## src/rtl/cpu_sram_bridge_pkg.sv

```systemverilog
// Shared constants, bus command payload and size helper for cpu_sram_bridge.
package cpu_sram_bridge_pkg;

  localparam int unsigned ADDR_W = 32;
  localparam int unsigned DATA_W = 32;
  localparam int unsigned STRB_W = 4;
  localparam int unsigned SIZE_W = 2;

  typedef enum logic [1:0] {
    B_IDLE = 2'd0,
    B_ADDR = 2'd1,
    B_DATA = 2'd2
  } bus_state_e;

  typedef enum logic {
    OWNER_INST = 1'b0,
    OWNER_DATA = 1'b1
  } owner_e;

  localparam logic [SIZE_W-1:0] SIZE_BYTE = 2'd0;
  localparam logic [SIZE_W-1:0] SIZE_HALF = 2'd1;
  localparam logic [SIZE_W-1:0] SIZE_WORD = 2'd2;

  // Fields latched at grant time and held on the bus for the whole transaction
  typedef struct packed {
    logic              wr;
    logic [SIZE_W-1:0] size;
    logic [STRB_W-1:0] wstrb;
    logic [ADDR_W-1:0] addr;
    logic [DATA_W-1:0] wdata;
  } bus_cmd_t;

  // Transfer size implied by the byte strobes; no strobes (a read) is a word
  function automatic logic [SIZE_W-1:0] size_from_wen(input logic [STRB_W-1:0] wen);
    case (wen)
      4'b0001, 4'b0010, 4'b0100, 4'b1000: return SIZE_BYTE;
      4'b0011, 4'b1100:                   return SIZE_HALF;
      default:                            return SIZE_WORD;
    endcase
  endfunction

endpackage

```

## src/rtl/sram_bridge_port.sv

```systemverilog
// Per-core-port bookkeeping: served flag, returned-word register, pending request.
module sram_bridge_port
  import cpu_sram_bridge_pkg::*;
(
  input  logic              clk,
  input  logic              rst,
  input  logic              en,
  input  logic              advance,
  input  logic              complete,
  input  logic              capture,
  input  logic [DATA_W-1:0] bus_rdata,
  output logic              pending_c,
  output logic [DATA_W-1:0] rdata
);

  logic done;

  assign pending_c = en & ~done;

  // Served flag: set by this port's response, dropped once the pipeline advances
  always_ff @(posedge clk) begin
    if (rst) begin
      done <= 1'b0;
    end else if (complete) begin
      done <= 1'b1;
    end else if (advance) begin
      done <= 1'b0;
    end
  end

  // Returned word, held until this port's next read response
  always_ff @(posedge clk) begin
    if (rst) begin
      rdata <= '0;
    end else if (capture) begin
      rdata <= bus_rdata;
    end
  end

endmodule

```

## src/rtl/cpu_sram_bridge.sv

```systemverilog
// Bridges the core's inst/data SRAM ports onto one req/addr_ok/data_ok bus.
// Optional build macro: SRAM_BRIDGE_IFETCH_REUSE_EN (single-entry fetch reuse).
module cpu_sram_bridge
  import cpu_sram_bridge_pkg::*;
(
  input  logic              clk,
  input  logic              rst,

  input  logic              inst_sram_en,
  input  logic [STRB_W-1:0] inst_sram_wen,
  input  logic [ADDR_W-1:0] inst_sram_addr,
  input  logic [DATA_W-1:0] inst_sram_wdata,
  output logic [DATA_W-1:0] inst_sram_rdata,

  input  logic              data_sram_en,
  input  logic [STRB_W-1:0] data_sram_wen,
  input  logic [ADDR_W-1:0] data_sram_addr,
  input  logic [DATA_W-1:0] data_sram_wdata,
  output logic [DATA_W-1:0] data_sram_rdata,

  output logic              stallreq_for_bus,

  output logic              bus_req,
  output logic              bus_wr,
  output logic [SIZE_W-1:0] bus_size,
  output logic [STRB_W-1:0] bus_wstrb,
  output logic [ADDR_W-1:0] bus_addr,
  output logic [DATA_W-1:0] bus_wdata,
  input  logic              bus_addr_ok,
  input  logic              bus_data_ok,
  input  logic [DATA_W-1:0] bus_rdata
);

  bus_state_e state;
  owner_e     owner;
  bus_cmd_t   cmd_q;
  bus_cmd_t   inst_cmd;
  bus_cmd_t   data_cmd;

  logic inst_pending;
  logic data_pending;
  logic inst_hit;
  logic inst_en_eff;
  logic advance;
  logic data_inflight;
  logic inst_complete;
  logic data_complete;
  logic unused_inst_bits;

  // The instruction port is read-only; its write inputs carry nothing
  assign unused_inst_bits = ^{inst_sram_wen, inst_sram_wdata};

  assign stallreq_for_bus = ~rst & (inst_pending | data_pending);
  assign advance          = ~stallreq_for_bus;
  assign data_inflight    = (state != B_IDLE) && (owner == OWNER_DATA);
  assign inst_complete    = (state == B_DATA) && bus_data_ok && (owner == OWNER_INST);
  assign data_complete    = (state == B_DATA) && bus_data_ok && (owner == OWNER_DATA);
  assign inst_en_eff      = inst_sram_en & ~inst_hit;

  // Candidate bus commands for each port
  always_comb begin
    inst_cmd       = '0;
    inst_cmd.size  = SIZE_WORD;
    inst_cmd.addr  = inst_sram_addr;

    data_cmd       = '0;
    data_cmd.wr    = |data_sram_wen;
    data_cmd.size  = size_from_wen(data_sram_wen);
    data_cmd.wstrb = data_sram_wen;
    data_cmd.addr  = data_sram_addr;
    data_cmd.wdata = data_sram_wdata;
  end

`ifdef SRAM_BRIDGE_IFETCH_REUSE_EN
  logic              reuse_valid;
  logic [ADDR_W-1:0] last_iaddr;
  logic              store_hits_fetch;

  assign inst_hit         = reuse_valid && (inst_sram_addr == last_iaddr);
  assign store_hits_fetch = (state == B_IDLE) && data_pending && !data_inflight && data_cmd.wr &&
                            (data_sram_addr[ADDR_W-1:2] == last_iaddr[ADDR_W-1:2]);

  // Remember the last fetched address; a store to that word invalidates it
  always_ff @(posedge clk) begin
    if (rst) begin
      reuse_valid <= 1'b0;
      last_iaddr  <= '0;
    end else if (inst_complete) begin
      reuse_valid <= 1'b1;
      last_iaddr  <= cmd_q.addr;
    end else if (store_hits_fetch) begin
      reuse_valid <= 1'b0;
    end
  end
`else
  assign inst_hit = 1'b0;
`endif

  sram_bridge_port u_inst_port (
    .clk       (clk),
    .rst       (rst),
    .en        (inst_en_eff),
    .advance   (advance),
    .complete  (inst_complete),
    .capture   (inst_complete),
    .bus_rdata (bus_rdata),
    .pending_c (inst_pending),
    .rdata     (inst_sram_rdata)
  );

  sram_bridge_port u_data_port (
    .clk       (clk),
    .rst       (rst),
    .en        (data_sram_en),
    .advance   (advance),
    .complete  (data_complete),
    .capture   (data_complete & ~cmd_q.wr),
    .bus_rdata (bus_rdata),
    .pending_c (data_pending),
    .rdata     (data_sram_rdata)
  );

  // Bus FSM: grant (data first), hold the request until addr_ok, wait for data_ok
  always_ff @(posedge clk) begin
    if (rst) begin
      state   <= B_IDLE;
      owner   <= OWNER_INST;
      cmd_q   <= '0;
      bus_req <= 1'b0;
    end else begin
      case (state)
        B_IDLE: begin
          if (data_pending && !data_inflight) begin
            owner   <= OWNER_DATA;
            cmd_q   <= data_cmd;
            bus_req <= 1'b1;
            state   <= B_ADDR;
          end else if (inst_pending) begin
            owner   <= OWNER_INST;
            cmd_q   <= inst_cmd;
            bus_req <= 1'b1;
            state   <= B_ADDR;
          end
        end
        B_ADDR: begin
          if (bus_addr_ok) begin
            bus_req <= 1'b0;
            state   <= B_DATA;
          end
        end
        B_DATA: begin
          if (bus_data_ok) begin
            state <= B_IDLE;
          end
        end
        default: begin
          bus_req <= 1'b0;
          state   <= B_IDLE;
        end
      endcase
    end
  end

  assign bus_wr    = cmd_q.wr;
  assign bus_size  = cmd_q.size;
  assign bus_wstrb = cmd_q.wstrb;
  assign bus_addr  = cmd_q.addr;
  assign bus_wdata = cmd_q.wdata;

endmodule

```

## config.mk

```make
export PLATFORM = sky130hd
export DESIGN_NAME = cpu_sram_bridge
export DESIGN_NICKNAME = d
export VERILOG_FILES = /design/src/rtl/cpu_sram_bridge_pkg.sv /design/src/rtl/sram_bridge_port.sv /design/src/rtl/cpu_sram_bridge.sv
export SDC_FILE = /design/constraint.sdc
export NUM_CORES = 1
export LEC_CHECK = 0
export BUFFER_PORTS_ARGS = -buffer_cell sky130_fd_sc_hd__clkbuf_2
export CAP_MARGIN = 10
export CORE_AREA = 2 2 122 124
export CTS_CLUSTER_DIAMETER = 40
export DETAILED_ROUTE_END_ITERATION = 8
export DIE_AREA = 0 0 124 126
export PLACE_DENSITY = 0.82
export RECOVER_POWER = 25
export SLEW_MARGIN = 25
export SYNTH_ARGS = -nofsm -noshare
export SYNTH_HDL_FRONTEND = slang
export SYNTH_SLANG_ARGS = --single-unit
```

## constraint.sdc

```tcl
create_clock -name clk -period 4.4 [get_ports clk]
set_clock_uncertainty 0.15 [all_clocks]
set_input_delay 0.44 -clock clk [delete_from_list [all_inputs] [get_ports clk]]
set_output_delay 0.44 -clock clk [all_outputs]
set_load 0.05 [all_outputs]
```

Word-level counts from Yosys, hierarchy flattened. Cells that the tools add are included.

Bits in registers: 141. Input port bits: 174. Output and inout bits: 137. Word-level logic and storage cells: 68.

Equality and inequality tests: 13. Multiplexer cells: 17. Bitwise logic cells: 11. Reduce and logical (&&, ||, !) cells: 15.

Operators with widths (number): 71-bit 2-to-1 mux (2); 4-bit by 2-bit == test with 1-bit output, second input constant (2); 4-bit == test, second input constant (2); 1-bit 2-to-1 mux (8); 2-bit 2-to-1 mux (4); 4-bit OR reduction (2); 1-bit NOT (6); 2-bit one-hot mux with 3 select lines (1); 3-bit AND reduction (2); 1-bit logical AND (5); 1-bit AND (4); 4-bit by 1-bit == test with 1-bit output, second input constant (1); 4-bit by 3-bit == test with 1-bit output, second input constant (1); 2-bit by 1-bit != test with 1-bit output, second input constant (2); 2-bit != test, second input constant (2); 2-bit one-hot mux with 2 select lines (1); 2-bit nonzero test (2); 3-bit != test, second input constant (1); 1-bit one-hot mux with 3 select lines (1); 2-bit by 1-bit == test with 1-bit output, second input constant (1); 2-bit == test, second input constant (1); 2-bit zero test (1); 2-bit AND reduction (1); 2-bit OR reduction (1); other kinds (2) (2).

Logic depth before layout (Yosys ltp). Gate-level depths: netlist (run 1).

Depth in word-level cells: 6. Mapped depth: 7. Mapped depth without buffers: 4.

By module. From an unflattened synthesis (run 1), not the netlist that was laid out.

Cells, all modules: 571. Area total of the unflattened synthesis: 5911.9 um^2.

Modules (own cells, without submodules): cpu_sram_bridge (instances 1, cells each 353, area an instance 3492.1 um^2, seq. area each 1501.4 um^2); sram_bridge_port (instances 2, cells each 109, area an instance 1209.9 um^2, seq. area each 660.6 um^2).

Least setup slack after synthesis (run 1). No wires, ideal clock.

Path kind: input port to output port. Start: in data_sram_en. End: out stallreq_for_bus. Arrival: 1765 ps. Data required time: 3810 ps. Path slack: 2045 ps. Cell stages on the path: 6. Cells stage by stage: nor2b_1 > buf_4 > buf_2 > buf_2 > nor2_1 > nor2_1.

Longest elaborated chain between the ends: 3.

RTL lines: start, declared (line cpu_sram_bridge.sv:15) `input logic data_sram_en,`; 1-bit AND (line sram_bridge_port.sv:18) `assign pending_c = en & ~done;`; 1-bit OR (line cpu_sram_bridge.sv:53) `assign stallreq_for_bus = ~rst & (inst_pending | data_pending);`; 1-bit AND (line cpu_sram_bridge.sv:53); end, declared (line cpu_sram_bridge.sv:21) `output logic stallreq_for_bus,`.

Every way passes these cells.

Worst setup path in the final report (run 1).
Start: reg u_data_port.done. End: out stallreq_for_bus.

Longest elaborated chain between the ends: 4.

RTL lines: start, declared (line sram_bridge_port.sv:16) `logic done;`; start signal, assigned (line sram_bridge_port.sv:23) `done <= 1'b0;`; start signal, assigned (line sram_bridge_port.sv:25) `done <= 1'b1;`; start signal, assigned (line sram_bridge_port.sv:27) `done <= 1'b0;`; 1-bit NOT (line sram_bridge_port.sv:18); 1-bit AND (line sram_bridge_port.sv:18); 1-bit OR (line cpu_sram_bridge.sv:53); 1-bit AND (line cpu_sram_bridge.sv:53).

Every way passes these cells.

==> summary.md, run 1 <==
| Metric | Value |
|---|---|
| Io pins | 311 |
| Final hold vios | 0 |
| Slew HR | 0.325 |
| Final setup vio count | 0 |
| Critical Path End | stallreq_for_bus |
| Pre-antenna DRT Iters | 5 |
| Post-DP HPWL | 11.2 mm |
| Layout cells sized above 1 | 0.346 |
| Root buf cell | clkbuf_16 |
| Total global routing overflow | 0 |
| Outcome | finished, final reports clean |
| Cell taking the most area after synthesis | dfxtp_1 |
| Synth area leaders | dfxtp_1 (50%), nand2_1 (13%), a21oi_1 (9.2%) |
| Yosys cell types | 34 |
| Routed Antenna Nets | 0 |
| RSZ-0062 raised after global routing | no |
| Post-Place Cells | 1076 |
| Initial Utilization | 0.395 |
| DRT iter0 DRCs | 249 |
| H-Tree Depth | 4 |
| Net Sw Frac | 0.304 |
| Fin cells | 1107 |
| Wire per inst | 14.5 microns |
| Cell breakdown of the critical path | nor2b_4 > buf_4 > nor2_1 > nor2_1 > clkbuf_2 |
| Slew Viols, Final | 0 |
| Setup ws final | 1780 ps |
| Ys async rst share | 0 |
| Nature of the critical path endpoint | primary output |
| Peak VDD IR | 0.289 mV |
| Synthesized instance count | 669 |
| Post-cts sizing count | 0 |
| Most numerous cell on the critical path | nor2_1 |
| Top Family by Delay on Critical Path | buffers and inverters |
| Global-route wire length before repair | 25.0 mm |
| WP buf/inv | 2 |
| Sw Pwr | 1.05 mW |
| Reg clk slew, reported paths | 60 ps |
| Layout Nets | 1085 |
| CTS tree | yes |
| Pin count of the biggest net entering global routing | 68 |
| Syn nets | 843 |
| DP Area | 6990 sq um |
| Via count | 5491 |
| Worst Path Max Fanout | 24 |
| R2R setup slack | 1950 ps |
| Cell Area, Synth | 5650 sq um |
| Number of global-route vias before repair | 5156 |
| Die Width | 124 microns |
| Gate power share | 0.187 |
| Critical Path Source Type | flip-flop |
| Final min period | 2620 ps |
| RR Startpoint | state[1]$_SDFFE_PP0P_ |
| Post-place setup slack | 1780 ps |
| Chip height | 126 microns |
| Core area | 14300 sq um |
| Slowest cell on the critical path | nor2b_4 |
| Warnings from Yosys | 0 |
| Via/cell ratio | 4.96 |
| Clk pwr share | 0.414 |
| EDFF count, synth | 0 |
| Clock sinks | 141 |
| Setup bufs post-CTS | 0 |
| Setup_tns | 0 ps |
| MaxCap Viol Count | 0 |
| Register area share after synthesis | 0.500 |
| Fmax | 0.381 GHz |
| WS Path Type | reg2out |
| GRT Util Overall | 0.203 |
| FF+latch count, synth | 141 |
| Commonest cells post-synth | nand2_1 (197), dfxtp_1 (141), a21oi_1 (104) |
| Final critical-path share of the clock period | 0.596 |
| Routed WL | 16.1 mm |
| PortBufs | 274 |
| Worst EP required | 3810 ps |
| Std-Cell Rows | 44 |
| Hold_buf cts | 0 |
| Area delta synth->final | 32.5% |
| Initial antenna violation count | 1 |
| Worst setup path start | u_data_port.done$_SDFFE_PP0P_ |
| Worst-Margin Slew | 1010 ps |
| Ys flop type | dfxtp_1 |
| Instance count on the critical path | 5 |
| CTS Buffer Depth | 2 |
| Worst hold path type | in2reg |
| Mean area per synthesized cell | 8.44 sq um |
| Power per cell area | 463 nW/um^2 |
| Worst-Skew Late Latency | 410 ps |
| Crit path DAT | 2030 ps |
| Crit-path max cell delay | 440 ps |
| CTS buffer count | 17 |
| Leakage Power | 3.06 nW |
| Flop pwr share | 0.400 |
| Global placement routability congestion | 0.798 |
| Top-count cell post-synth | nand2_1 |
| Finished Cell Area | 7480 sq um |
| Internal power | 2.41 mW |
| DR DRC count | 0 |
| Reg2Reg Capture Point | bus_addr[0]$_SDFFE_PP0P_ |
| R2R depth | 4 |
| Die area | 15600 sq um |
| Top cell type's share of synthesized area | 0.500 |
| Final Core Density | 0.523 |
==> cells in the final DEF (no fill, tap or decap), types with 2 or more instances in the layout <==
cell / n
inv_6: 2
clkbuf_8: 4
dfxtp_1: 141
nand2_1: 196
nor2_1: 48
clkbuf_1: 66
bufinv_16: 2
a21oi_2: 31
a32oi_1: 4
nor2_2: 3
a211oi_2: 30
nand3_1: 32
clkbuf_16: 17
or2_2: 2
clkinv_2: 3
a211oi_1: 2
clkbuf_2: 207
a21oi_1: 104
buf_4: 7
==> worst reg2reg max path, stage by stage, from the launching register on <==
cell and delay, ps:
dfxtp_1 410, nor2_2 710, o21a_2 730, nor2_1 140, a211oi_1 230
==> logic make-up after synthesis <==
family / count (synthesis) / share of synthesized area
AO/OA/AOI/OAI: 179 / 0.228
buffers and inverters: 59 / 0.0614
XOR/XNOR: 1 / 0.00155
flip-flops: 141 / 0.500
AND/OR/NAND/NOR: 289 / 0.209
==> layout make-up <==
cell class / instances / area, sq um
timing repair buffer: 281 / 1360
multi-input combinational: 469 / 2480
antenna: 1 / 2.50
fill: 1382 / 6830
sequential: 141 / 2820
tap: 184 / 230
clock inverter: 9 / 109
clock buffer: 21 / 480
inverter: 1 / 3.75
==> metal layers <==
| layer | GRT usage | share of wire | routed length [microns] | up-vias |
|---|---|---|---|---|
| met5 | 0 | 0 | 0 | - |
| met4 | 0.0905 | 0.023 | 376 | 0 |
| met3 | 0.0643 | 0.076 | 1230 | 32 |
| met2 | 0.334 | 0.48 | 7790 | 209 |
| met1 | 0.240 | 0.42 | 6700 | 2533 |
| li1 | - | - | - | 2717 |
==> worst min-delay path by stage <==
| stage | cells past startpoint | slack (ps) | to | from |
|---|---|---|---|---|
| floorplan | 2 | 300 | u_data_port.done$_SDFFE_PP0P_ | u_data_port.done$_SDFFE_PP0P_ |
| global placement | 2 | 290 | bus_wdata[1]$_SDFFE_PP0P_ | bus_wdata[1]$_SDFFE_PP0P_ |
| detailed placement | 2 | 290 | bus_wdata[22]$_SDFFE_PP0P_ | bus_wdata[22]$_SDFFE_PP0P_ |
| CTS | 3 | 80 | bus_wdata[25]$_SDFFE_PP0P_ | data_sram_wdata[25] |
| global route | 3 | 100 | u_data_port.rdata[6]$_SDFFE_PP0P_ | bus_rdata[6] |
| finish | 3 | 100 | u_data_port.rdata[6]$_SDFFE_PP0P_ | bus_rdata[6] |
==> stage by stage <==
stage	total power [mW]	hold slack, ps
finish	3.46	104
detailed placement	2.07	292
CTS	3.51	78.7
floorplan	1.90	300
global route	3.61	97.9
global placement	2.06	288
==> power groups by stage <==
stage	sequential (mW)	combinational [mW]	clock, mW
after floorplan	1.63	0.269	0
after global placement	1.41	0.652	0
after detailed placement	1.41	0.659	0
after CTS	1.39	0.660	1.46
after global routing	1.39	0.691	1.53
final	1.38	0.646	1.43
==> sequential cells by signal (all words and copies together) (netlist names) <==
name and flops:
bus_wr 1, bus_addr 32, bus_req 1, state 2
owner 1, u_inst_port.done 1, u_data_port.rdata 32, bus_wstrb 4
bus_size 2, bus_wdata 32, u_data_port.done 1, u_inst_port.rdata 32
No activity file was read; power rests on OpenSTA's default activity.
==> inputs of run 2 (changes only) <==
- ABC_AREA: unset -> 1
- CORE_AREA: 2 2 122 124 -> unset
- CORE_MARGIN: unset -> 2
- CORE_UTILIZATION: unset -> 40
- DIE_AREA: 0 0 124 126 -> unset
- PLACE_DENSITY: 0.82 -> 0.86
- clock period: 4.4 -> 2.1 ns (I/O delays scaled with it)
==> summary.md, run 2 <==
| Metric | Value |
|---|---|
| Via/cell ratio | 5.25 |
| MaxCap Viol Count | 0 |
| Layout Nets | 1345 |
| Routed Antenna Nets | 0 |
| Global-route wire length before repair | 33.6 mm |
| Commonest non-fill, non-tap cell in the layout | clkbuf_2 |
| Worst hold path type | in2reg |
| Synthesized instance count | 787 |
| Clock sinks | 141 |
| Nature of the critical path endpoint | flip-flop |
| DR DRC count | 0 |
| Slew HR | 0.454 |
| Ys flop type | dfxtp_1 |
| Peak VDD IR | 0.894 mV |
| Leakage Power | 4.48 nW |
| Number of global-route vias before repair | 6986 |
| H-Tree Depth | 4 |
| Post-Synth XOR/XNOR Area | 0 |
| Area delta synth->final | 60.9% |
| Cell taking the most area after synthesis | dfxtp_1 |
| Area of the multi-input gates | 2350 sq um |
| EDFF count, synth | 0 |
| Post-DP HPWL | 11.7 mm |
| Worst EP required | 2260 ps |
| CTS buffer count | 17 |
| Die area | 15300 sq um |
| Reg clk slew, reported paths | 60 ps |
| Pin count of the biggest net entering global routing | 76 |
| Post-Synth Simple-Gate Area | 0.278 |
| Worst Path Max Fanout | 33 |
| Chip height | 124 microns |
| Routed WL | 22.8 mm |
| Pre-antenna DRT Iters | 5 |
| Outcome | finished, final reports clean |
| Wire per inst | 16.7 microns |
| Multiplexer share of the synthesized area | 0 |
| Most frequent cells in the layout | clkbuf_2 (210), dfxtp_1 (138), dlygate4sd3_1 (134) |
| Synth Area in Compound Gates | 0.126 |
| Initial Utilization | 0.411 |
| PortBufs | 274 |
| Final hold vios | 0 |
| Ys async rst share | 0 |
| Register area share after synthesis | 0.492 |
| Core area | 13900 sq um |
| Via count | 7160 |
| Syn nets | 961 |
| Reg area | 2830 sq um |
| Layout cells sized above 1 | 0.236 |
| Global placement routability congestion | 0.816 |
| Cell Area, Synth | 5730 sq um |
| Io pins | 311 |
| # fillers | 1062 |
| Setup ws final | 43.2 ps |
| Std-Cell Rows | 43 |
| Worst-Skew Late Latency | 420 ps |
| Yosys cell types | 24 |
| Root buf cell | clkbuf_16 |
| CTS tree | yes |
| Final critical-path share of the clock period | 0.979 |
| Hold Slack | 20.4 ps |
| Top cell type's share of synthesized area | 0.492 |
| Power per cell area | 892 nW/um^2 |
| Final min period | 2060 ps |
| Post-place setup slack | 327 ps |
| R2R setup slack | 40 ps |
| Synth Area in Adders | 0 |
| Warnings from Yosys | 0 |
| Initial antenna violation count | 1 |
| Mean area per synthesized cell | 7.28 sq um |
| Slew Viols, Final | 0 |
| Fmax | 0.486 GHz |
| FF+latch count, synth | 141 |
| Top-count cell post-synth | dfxtp_1 |
| Synth area leaders | dfxtp_1 (49%), nand3_1 (9.3%), nand2_1 (7.8%) |
| CTS Buffer Depth | 2 |
| Worst-Margin Slew | 817 ps |
| WS Path Type | reg2reg |
| Largest family of logic cells by synthesized area | simple AND/OR/NAND/NOR gates |
| Crit path DAT | 2220 ps |
| DRT iter0 DRCs | 472 |
| Die Width | 124 microns |
| Total global routing overflow | 0 |
| GRT Util Overall | 0.283 |
| Critical Path Source Type | flip-flop |
| Final setup vio count | 0 |
| Commonest cells post-synth | dfxtp_1 (141), nand2_1 (119), nand3_1 (106) |
## run 2: stage by stage
step           std cells  setup TNS [ps]   util  total power [mW]  area, sq um
2_1_floorplan        787               0      -              4.20         5730
3_3_place_gp        1195               0  0.518              4.65         7220
3_5_place_dp        1195               0  0.518              4.67         7220
4_1_cts             1361               0  0.659              8.10         9190
5_1_grt             1365           -8.76  0.662              8.52         9220
6_report            1365               0  0.662              8.23         9220
## run 2: report_power, final
part	switching [mW]	total, mW	internal, mW
Clock	1.19	3.22	2.03
Sequential	0.118	2.97	2.86
Combinational	1.37	2.03	0.661
Total	2.68	8.23	5.55
## run 2: kinds of logic after synthesis
group           count (synthesis)
flops                         141
compound gates                143
simple gates                  368
buf+inv                       135
## run 2: area by class of cell
class	count	area share
diodes	1	0.000271
clock buffers	20	0.0484
clock inverters	12	0.0199
inverters	74	0.0307
multi-input cells	511	0.254
flip-flops and latches	141	0.306
well taps	180	0.0244
repair buffers	426	0.316
## run 2: worst max-delay path: stages (launching register included)
cell and delay (ps):
dfxtp_2 390, inv_2 60, nand2_2 100, nand2_2 100, buf_12 190, nand3_1 90, nand3_1 100, dlygate4sd3_1 600
nand2_1 100, inv_1 60
## run 2: worst paths after layout
check	start	endpoint	depth (start not counted)
worst min register to register	bus_wdata[28]$_SDFFE_PP0P_	bus_wdata[28]$_SDFFE_PP0P_	2
worst max register to register	state[0]$_SDFFE_PP0P_	bus_addr[11]$_SDFFE_PP0P_	9
worst max-delay path	state[0]$_SDFFE_PP0P_	bus_addr[11]$_SDFFE_PP0P_	9
worst min-delay path	data_sram_addr[1]	bus_addr[1]$_SDFFE_PP0P_	5
## run 2: per-layer routing
| metal | global-route usage | part of all wire |
|---|---|---|
| met5 | 0 | 0 |
| met3 | 0.109 | 0.11 |
| met1 | 0.298 | 0.36 |
| met2 | 0.482 | 0.48 |
| met4 | 0.159 | 0.044 |
## run 2: timing repair
| item | 4_1_cts | 5_1_grt |
|---|---|---|
| gates resized for setup | 0 | 19 |
| setup buffers | 0 | 1 |
| hold buffers | 134 | 0 |
| setup endpoints to repair | 0 | 10 |
| hold endpoints to repair | 135 | 0 |
